$ cat config.mk
export PLATFORM = sky130hd
export DESIGN_NAME = mem_port_arbiter
export DESIGN_NICKNAME = d
export VERILOG_FILES = /design/src/rtl/mem_port_arbiter.sv
export SDC_FILE = /design/constraint.sdc
export NUM_CORES = 1
export LEC_CHECK = 0
export ABC_AREA = 1
export BUFFER_PORTS_ARGS = -buffer_cell sky130_fd_sc_hd__buf_2
export CAP_MARGIN = 20
export CORE_UTILIZATION = 30
export CTS_CLUSTER_SIZE = 20
export DETAILED_ROUTE_END_ITERATION = 6
export PLACE_DENSITY = 0.62
export SETUP_SLACK_MARGIN = 0.4
export SYNTH_ARGS = -nofsm -noshare
export SYNTH_HDL_FRONTEND = slang
export SYNTH_SLANG_ARGS = --single-unit
$ cat constraint.sdc
create_clock -name clk -period 1.7 [get_ports clk]
set_input_delay 0.17 -clock clk [delete_from_list [all_inputs] [get_ports clk]]
set_output_delay 0.17 -clock clk [all_outputs]
set_load 0.03 [all_outputs]
$ cat src/rtl/mem_port_arbiter.sv
// Arbitrates one single-port memory between instruction fetch and data ports.
// Define ARB_ROUND_ROBIN_EN to alternate tie grants; otherwise ties go to data.
module mem_port_arbiter #(
    parameter int DATA_W   = 32,
    parameter int MAX_WAIT = 15
) (
    input  logic              clk,
    input  logic              reset,
    input  logic              if_req,
    input  logic [DATA_W-1:0] if_addr,
    output logic [DATA_W-1:0] if_rdata,
    output logic              if_valid,
    output logic              stall_f,
    input  logic              dm_req,
    input  logic              dm_we,
    input  logic [DATA_W-1:0] dm_addr,
    input  logic [DATA_W-1:0] dm_wdata,
    output logic [DATA_W-1:0] dm_rdata,
    output logic              dm_valid,
    output logic              stall_m,
    output logic              bus_err,
    output logic              mem_en,
    output logic              mem_we,
    output logic [DATA_W-1:0] mem_addr,
    output logic [DATA_W-1:0] mem_wdata,
    input  logic [DATA_W-1:0] mem_rdata,
    input  logic              mem_ready
);

    typedef enum logic [1:0] {IDLE, BUSY, DONE} state_t;

    localparam logic       OWN_IF   = 1'b0;
    localparam logic       OWN_DM   = 1'b1;
    localparam logic [7:0] WAIT_LIM = 8'(MAX_WAIT);

    state_t            state_q, state_d;
    logic              own_q, own_d;
    logic              last_grant_q, last_grant_d;
    logic [7:0]        wait_cnt_q, wait_cnt_d;
    logic              mem_en_q, mem_en_d;
    logic              mem_we_q, mem_we_d;
    logic [DATA_W-1:0] mem_addr_q, mem_addr_d;
    logic [DATA_W-1:0] mem_wdata_q, mem_wdata_d;
    logic [DATA_W-1:0] if_rdata_q, if_rdata_d;
    logic [DATA_W-1:0] dm_rdata_q, dm_rdata_d;
    logic              if_valid_q, if_valid_d;
    logic              dm_valid_q, dm_valid_d;
    logic              bus_err_q, bus_err_d;

    logic              tie_to_dm;
    logic              grant_dm;
    logic              any_req;
    logic              timed_out;
    logic [DATA_W-1:0] rd_word;

`ifdef ARB_ROUND_ROBIN_EN
    assign tie_to_dm = (last_grant_q == OWN_IF);
`else
    assign tie_to_dm = 1'b1;
`endif

    assign any_req   = if_req | dm_req;
    assign grant_dm  = dm_req & (~if_req | tie_to_dm);
    assign timed_out = (wait_cnt_q == WAIT_LIM);
    // A write returns zero on its read-data bus.
    assign rd_word   = mem_we_q ? '0 : mem_rdata;

    always_ff @(posedge clk) begin
        if (reset) begin
            state_q      <= IDLE;
            own_q        <= OWN_IF;
            last_grant_q <= OWN_IF;
            wait_cnt_q   <= '0;
            mem_en_q     <= 1'b0;
            mem_we_q     <= 1'b0;
            mem_addr_q   <= '0;
            mem_wdata_q  <= '0;
            if_rdata_q   <= '0;
            dm_rdata_q   <= '0;
            if_valid_q   <= 1'b0;
            dm_valid_q   <= 1'b0;
            bus_err_q    <= 1'b0;
        end else begin
            state_q      <= state_d;
            own_q        <= own_d;
            last_grant_q <= last_grant_d;
            wait_cnt_q   <= wait_cnt_d;
            mem_en_q     <= mem_en_d;
            mem_we_q     <= mem_we_d;
            mem_addr_q   <= mem_addr_d;
            mem_wdata_q  <= mem_wdata_d;
            if_rdata_q   <= if_rdata_d;
            dm_rdata_q   <= dm_rdata_d;
            if_valid_q   <= if_valid_d;
            dm_valid_q   <= dm_valid_d;
            bus_err_q    <= bus_err_d;
        end
    end

    always_comb begin
        state_d      = state_q;
        own_d        = own_q;
        last_grant_d = last_grant_q;
        case (state_q)
            IDLE: begin
                if (any_req) begin
                    state_d = BUSY;
                    own_d   = grant_dm ? OWN_DM : OWN_IF;
                end
            end
            BUSY: begin
                if (mem_ready || timed_out) begin
                    state_d = DONE;
                end
            end
            DONE: begin
                state_d      = IDLE;
                last_grant_d = own_q;
            end
            default: state_d = IDLE;
        endcase
    end

    // Completion results are registered on the BUSY->DONE edge so the valid
    // pulse coincides with the single DONE cycle.
    always_comb begin
        wait_cnt_d  = wait_cnt_q;
        mem_en_d    = mem_en_q;
        mem_we_d    = mem_we_q;
        mem_addr_d  = mem_addr_q;
        mem_wdata_d = mem_wdata_q;
        if_rdata_d  = if_rdata_q;
        dm_rdata_d  = dm_rdata_q;
        if_valid_d  = 1'b0;
        dm_valid_d  = 1'b0;
        bus_err_d   = 1'b0;
        case (state_q)
            IDLE: begin
                if (any_req) begin
                    mem_en_d    = 1'b1;
                    mem_we_d    = grant_dm & dm_we;
                    mem_addr_d  = grant_dm ? dm_addr : if_addr;
                    mem_wdata_d = grant_dm ? dm_wdata : '0;
                    wait_cnt_d  = '0;
                end
            end
            BUSY: begin
                if (mem_ready || timed_out) begin
                    mem_en_d  = 1'b0;
                    mem_we_d  = 1'b0;
                    bus_err_d = ~mem_ready;
                    if (own_q == OWN_DM) begin
                        dm_valid_d = 1'b1;
                        dm_rdata_d = mem_ready ? rd_word : '0;
                    end else begin
                        if_valid_d = 1'b1;
                        if_rdata_d = mem_ready ? rd_word : '0;
                    end
                end else begin
                    wait_cnt_d = wait_cnt_q + 8'd1;
                end
            end
            default: ;
        endcase
    end

    assign mem_en    = mem_en_q;
    assign mem_we    = mem_we_q;
    assign mem_addr  = mem_addr_q;
    assign mem_wdata = mem_wdata_q;
    assign if_rdata  = if_rdata_q;
    assign dm_rdata  = dm_rdata_q;
    assign if_valid  = if_valid_q;
    assign dm_valid  = dm_valid_q;
    assign bus_err   = bus_err_q;
    assign stall_f   = if_req & ~if_valid_q;
    assign stall_m   = dm_req & ~dm_valid_q;

endmodule
# [Yosys cells after proc, flatten, opt, wreduce, memory -nomap -nowiden]
# Index checks and enable logic that the tools add are counted.
[word_totals] ff_bits=144 latch_bits=0 ram_bits=0 mem_bits_ro=0 in_bits=134 out_inout_bits=135 elab_cells=56 memories=0
[op_classes] n_addsub=1 n_mul=0 n_div=0 order_cmp=0 n_eq_ne=5 shift=0 muxes=18 bitwise_logic=10 reduce_logical=10
[ops] op="two-way mux 32 bit" count=4
[ops] op="two-way mux 8 bit" count=2
[ops] op="case mux 8 bit (2 select lines)" count=1
[ops] op="AND reduction 3 bit" count=4
[ops] op="adder 8 x 1 -> 8 bit (second input constant)" count=1
[ops] op="== test 8 x 4 -> 1 bit (second input constant)" count=1
[ops] op="two-way mux 1 bit" count=6
[ops] op="inequality test 2 bit (second input constant)" count=3
[ops] op="inverter 1 bit" count=6
[ops] op="two-way mux 2 bit" count=2
[ops] op="case mux 1 bit (2 select lines)" count=2
[ops] op="case mux 2 bit (2 select lines)" count=1
[ops] op="AND reduction 2 bit" count=2
[ops] op="AND 1 bit" count=3
[ops] op="OR reduction 3 bit" count=1
[ops] op="== test 2 x 1 -> 1 bit (second input constant)" count=1
[ops] op="zero test 2 bit" count=1
[ops] op="nonzero test 2 bit" count=1
[ops] op="logical OR 1 bit" count=1
[ops] op="bitwise OR 1 bit" count=1

# [Longest topological paths before layout]
[depth] depth_word=4 depth_mapped=10 ltp_nobuf=9

# [Least setup slack after synthesis]
# No wires, ideal clock.
[synth_timing] path_type="reg-to-reg" from="register wait_cnt_q[0]" to="register if_rdata_q[10], in the netlist if_rdata[10]" setup_ns=0.113 t_arrival_ns=1.360 required_time_ns=1.587 slack_ns=0.227 stages_incl_launch_ff=10 n_path_buf=1 period_less_slack_ns=1.473 path_cell_list="dfxtp_1 > ha_1 > nand2_1 > nor2_2 > nand3_2 > nand2_4 > nand3_4 > clkbuf_1 > nor2_1 > nor2_1"
[synth_between] elab_chain_len=3
[synth_rtl] item="from (decl)" line="39" rtl="logic [7:0] wait_cnt_q, wait_cnt_d;"
[synth_rtl] item="from (signal assigned)" line="87" rtl="wait_cnt_q <= wait_cnt_d;"
[synth_rtl] item="== test 8 x 4 -> 1 bit" line="64" rtl="assign timed_out = (wait_cnt_q == WAIT_LIM);"
[synth_rtl] item="logical OR 1 bit" line="148" rtl="if (mem_ready || timed_out) begin"
[synth_rtl] item="AND reduction 3 bit (no source line)"
[synth_rtl] item="to (signal assigned)" line="92" rtl="if_rdata_q <= if_rdata_d;"
[synth_rtl] item="to (decl)" line="44" rtl="logic [DATA_W-1:0] if_rdata_q, if_rdata_d;"
# Every way passes these cells.
# A chain may end at the register's enable or synchronous reset.

# [Worst setup path after layout]
[layout_timing] from="register wait_cnt_q[1]" to="register dm_rdata_q[26], in the netlist dm_rdata[26]"
[layout_between] elab_chain_len=3
[layout_rtl] item="== test 8 x 4 -> 1 bit" line="64"
[layout_rtl] item="logical OR 1 bit" line="148"
[layout_rtl] item="AND reduction 3 bit (no source line)"
[layout_rtl] item="to (signal assigned)" line="93" rtl="dm_rdata_q <= dm_rdata_d;"
[layout_rtl] item="to (decl)" line="45" rtl="logic [DATA_W-1:0] dm_rdata_q, dm_rdata_d;"
# Every way passes these cells.

==> impl_metrics.ini <==
[status]
status = finished clean

[placed_design]
portBuffers = 268
dp_hpwl_mm = 13.1
gp_congestion = 0.804

[worst_hold_path]
hold_path.class = in2reg
hold_start = dm_wdata[2]
min_path_cells = 3

[clocking]
cts_tree = yes
clk_pin_slew_ns = 0.06
tritoncts_num_sinks = 144
cts_buffer_depth = 2
htreeDepth = 4
cts_buffers = 17
clock_latency_ns = 0.42
cts-root-buf = clkbuf_16

[grt]
grt_max_degree = 70
grt_pass1_wl_mm = 32.4
grt_pass1_vias = 6406
grt-ovfl-total = 0
grt_usage_pct = 19.0
antenna_found_initial = 1

[final_layout]
fillers = 1902
layout-drive-gt1-share_pct = 41.0
layout_common_cells = buf_2, nand2_1, dfxtp_1, nor2_1, inv_1
nets = 1402
layout_commonest_cell = buf_2
area_growth_pct = 67.3

[worst_setup_path]
crit_type = reg2reg
critPathMaxStageDelay_ns = 0.35
cp.required_ns = 2.05
slowest_stage = dfxtp_2
reg2reg_depth = 10
end_kind = flop
start_kind = flop
cp_max_fo = 20
arrival_ns = 1.81
r2r_start = wait_cnt_q[1]
crit_chain = ha_4 > nand2_4 > nor2_4 > nand3_4 > nand2_4 > nand3_4 > buf_12 > nand2_1 > nand2_1 > nor2_1
cp-startpoint = wait_cnt_q[1]

[sta]
hold_viol_final = 0
maxSlewHeadroom_pct = 54.3
fin_crit_ns = 1.46
rsz0062_at_grt = yes
fin_crit_sh_pct = 85.8
tightest_slew_ns = 0.685
slew_violations = 0
setup-tns-final_ns = 0
clock_skew_ns = 0.0155
setup_viol = 0
fmax_ghz = 0.686

[job]
cap_violations = 0

[floorplan]
fp.dieH_um = 146
io_pins = 269
coreArea_um2 = 20400
die_w_um = 146
initial_core_util_pct = 30.7
die_area_um2 = 21400
num_rows = 52

[yosys]
synth_warnings = 0
synth-seq-area-share_pct = 46.1
syn_area_um2 = 6260
ys_ff_latch = 144
syn_nets = 1067
synth_area_per_cell_um2 = 6.71
syn_inst = 932
synth_cell_types = 25

[pwr]
power.total_mw = 10.1
p_leak_nw = 5.35
ir_drop_mv = 0.632
p_int_mw = 6.91
p_per_area_nw_per_um2 = 963
p_switching_mw = 3.17
swShare_pct = 31.4
clkPwrFrac_pct = 37.4
p_comb_share_pct = 25.4
pwr-share-seq_pct = 37.2

[routing]
drt_iter0_markers = 352
postRouteAntennaNets = 0
drt-total-wl_mm = 22.6
wl_met3_mm = 1.32
wl_met1_mm = 9.37
drc = 0
wl_met2_mm = 11.3
via_per_inst = 4.52
wire_per_inst_um = 14.6
drtPass1Iterations = 4
top_layer_used = met4
vias = 7003
==> layer usage <==
layer  up-vias  GRT usage [%]
li1       3564              -
met1      3126           23.2
met2       271           32.4
met3        42           4.72
met4         0           6.51
met5         -              0
==> flip-flops by register name (all words and copies together), names as in the netlist <==
signal / flops
dm_rdata: 32
if_rdata: 32
mem_addr: 32
mem_wdata: 32
wait_cnt_q: 8
state_q: 2
bus_err: 1
dm_valid: 1
if_valid: 1
mem_en: 1
mem_we: 1
own_q: 1
==> cell usage after synthesis <==
library cell / instances / area, µm²
buf_1: 6 / 22.5
ha_1: 1 / 12.5
a21o_1: 1 / 7.51
nor2_1: 133 / 499
buf_6: 2 / 22.5
o21ai_0: 32 / 160
nand2_4: 1 / 11.3
clkbuf_1: 33 / 124
o21bai_1: 2 / 15.0
nand3_4: 2 / 35.0
nand3_1: 43 / 215
buf_4: 1 / 7.51
a21oi_1: 40 / 200
a21oi_2: 1 / 8.76
inv_2: 3 / 11.3
nand4_1: 24 / 150
nand2_1: 281 / 1050
nor3b_1: 2 / 15.0
nand3b_1: 1 / 7.51
a31oi_1: 33 / 206
nand3_2: 2 / 20.0
dfxtp_1: 144 / 2880
inv_1: 124 / 465
nor2_2: 2 / 12.5
buf_2: 18 / 90.1
==> through the flow <==
| stage | setup WS (ns) | hold slack, ns | instances | util (%) | cell area, µm² |
|---|---|---|---|---|---|
| floorplan | 0.308 | 0.329 | 932 | - | 6330 |
| global placement | 0.156 | 0.437 | 1431 | 39.1 | 7960 |
| detailed placement | 0.0872 | 0.443 | 1431 | 39.1 | 7960 |
| CTS | 0.236 | 0.000104 | 1515 | 45.4 | 9240 |
| global route | 0.0817 | 0.000552 | 1550 | 51.4 | 10500 |
| finish | 0.242 | 0.00481 | 1550 | 51.4 | 10500 |
==> cell type report <==
class / instances / area, µm² / area share, %
antenna: 1 / 2.50 / 0.0239
clock buffer: 20 / 457 / 4.36
clock inverter: 11 / 129 / 1.23
inverter: 127 / 498 / 4.76
multi-input combinational: 601 / 3350 / 32.0
sequential: 144 / 2890 / 27.6
tap: 270 / 338 / 3.23
timing repair buffer: 375 / 2800 / 26.7
timing repair inverter: 1 / 8.76 / 0.0837
==> worst max-delay path: cells and delay by family (launching register included) <==
family,cells,cell delay [ns]
simple gates,8,0.70
flops,1,0.35
buf+inv,1,0.20
fa+ha+maj,1,0.15
==> worst paths after layout <==
check             endpoint  slack [ns]
max           dm_rdata[26]        0.24
min           mem_wdata[2]       0.005
max reg2reg   dm_rdata[26]        0.24
min reg2reg  mem_wdata[24]        0.46
==> cell families (layout without fill, tap and decap cells) <==
group,count (synthesis),in the layout,synth area share [%]
AND/OR/NAND/NOR,491,491,32.3
adder cells (fa/ha/maj),1,1,0.200
other,0,1,0
AO/OA/AOI/OAI,109,109,9.56
buffers and inverters,187,534,11.9
flip-flops,144,144,46.1
==> power by group through the flow <==
stage / clock [mW] / combinational [mW] / sequential, mW
floorplan: 0 / 0.714 / 4.19
global placement: 0 / 1.70 / 3.79
detailed placement: 0 / 1.71 / 3.79
CTS: 3.84 / 1.99 / 3.72
global route: 4.00 / 2.74 / 3.77
finish: 3.77 / 2.56 / 3.75
==> repair_timing <==
item / in CTS / in global routing
hold endpoints to repair: 27 / 5
gates cloned: 6 / 17
setup endpoints to repair: 142 / 144
pin swaps: 9 / 44
gates resized for setup: 41 / 199
hold buffers: 30 / 5
buffers inserted: 17 / 12
No activity file was read; power rests on OpenSTA's default activity.
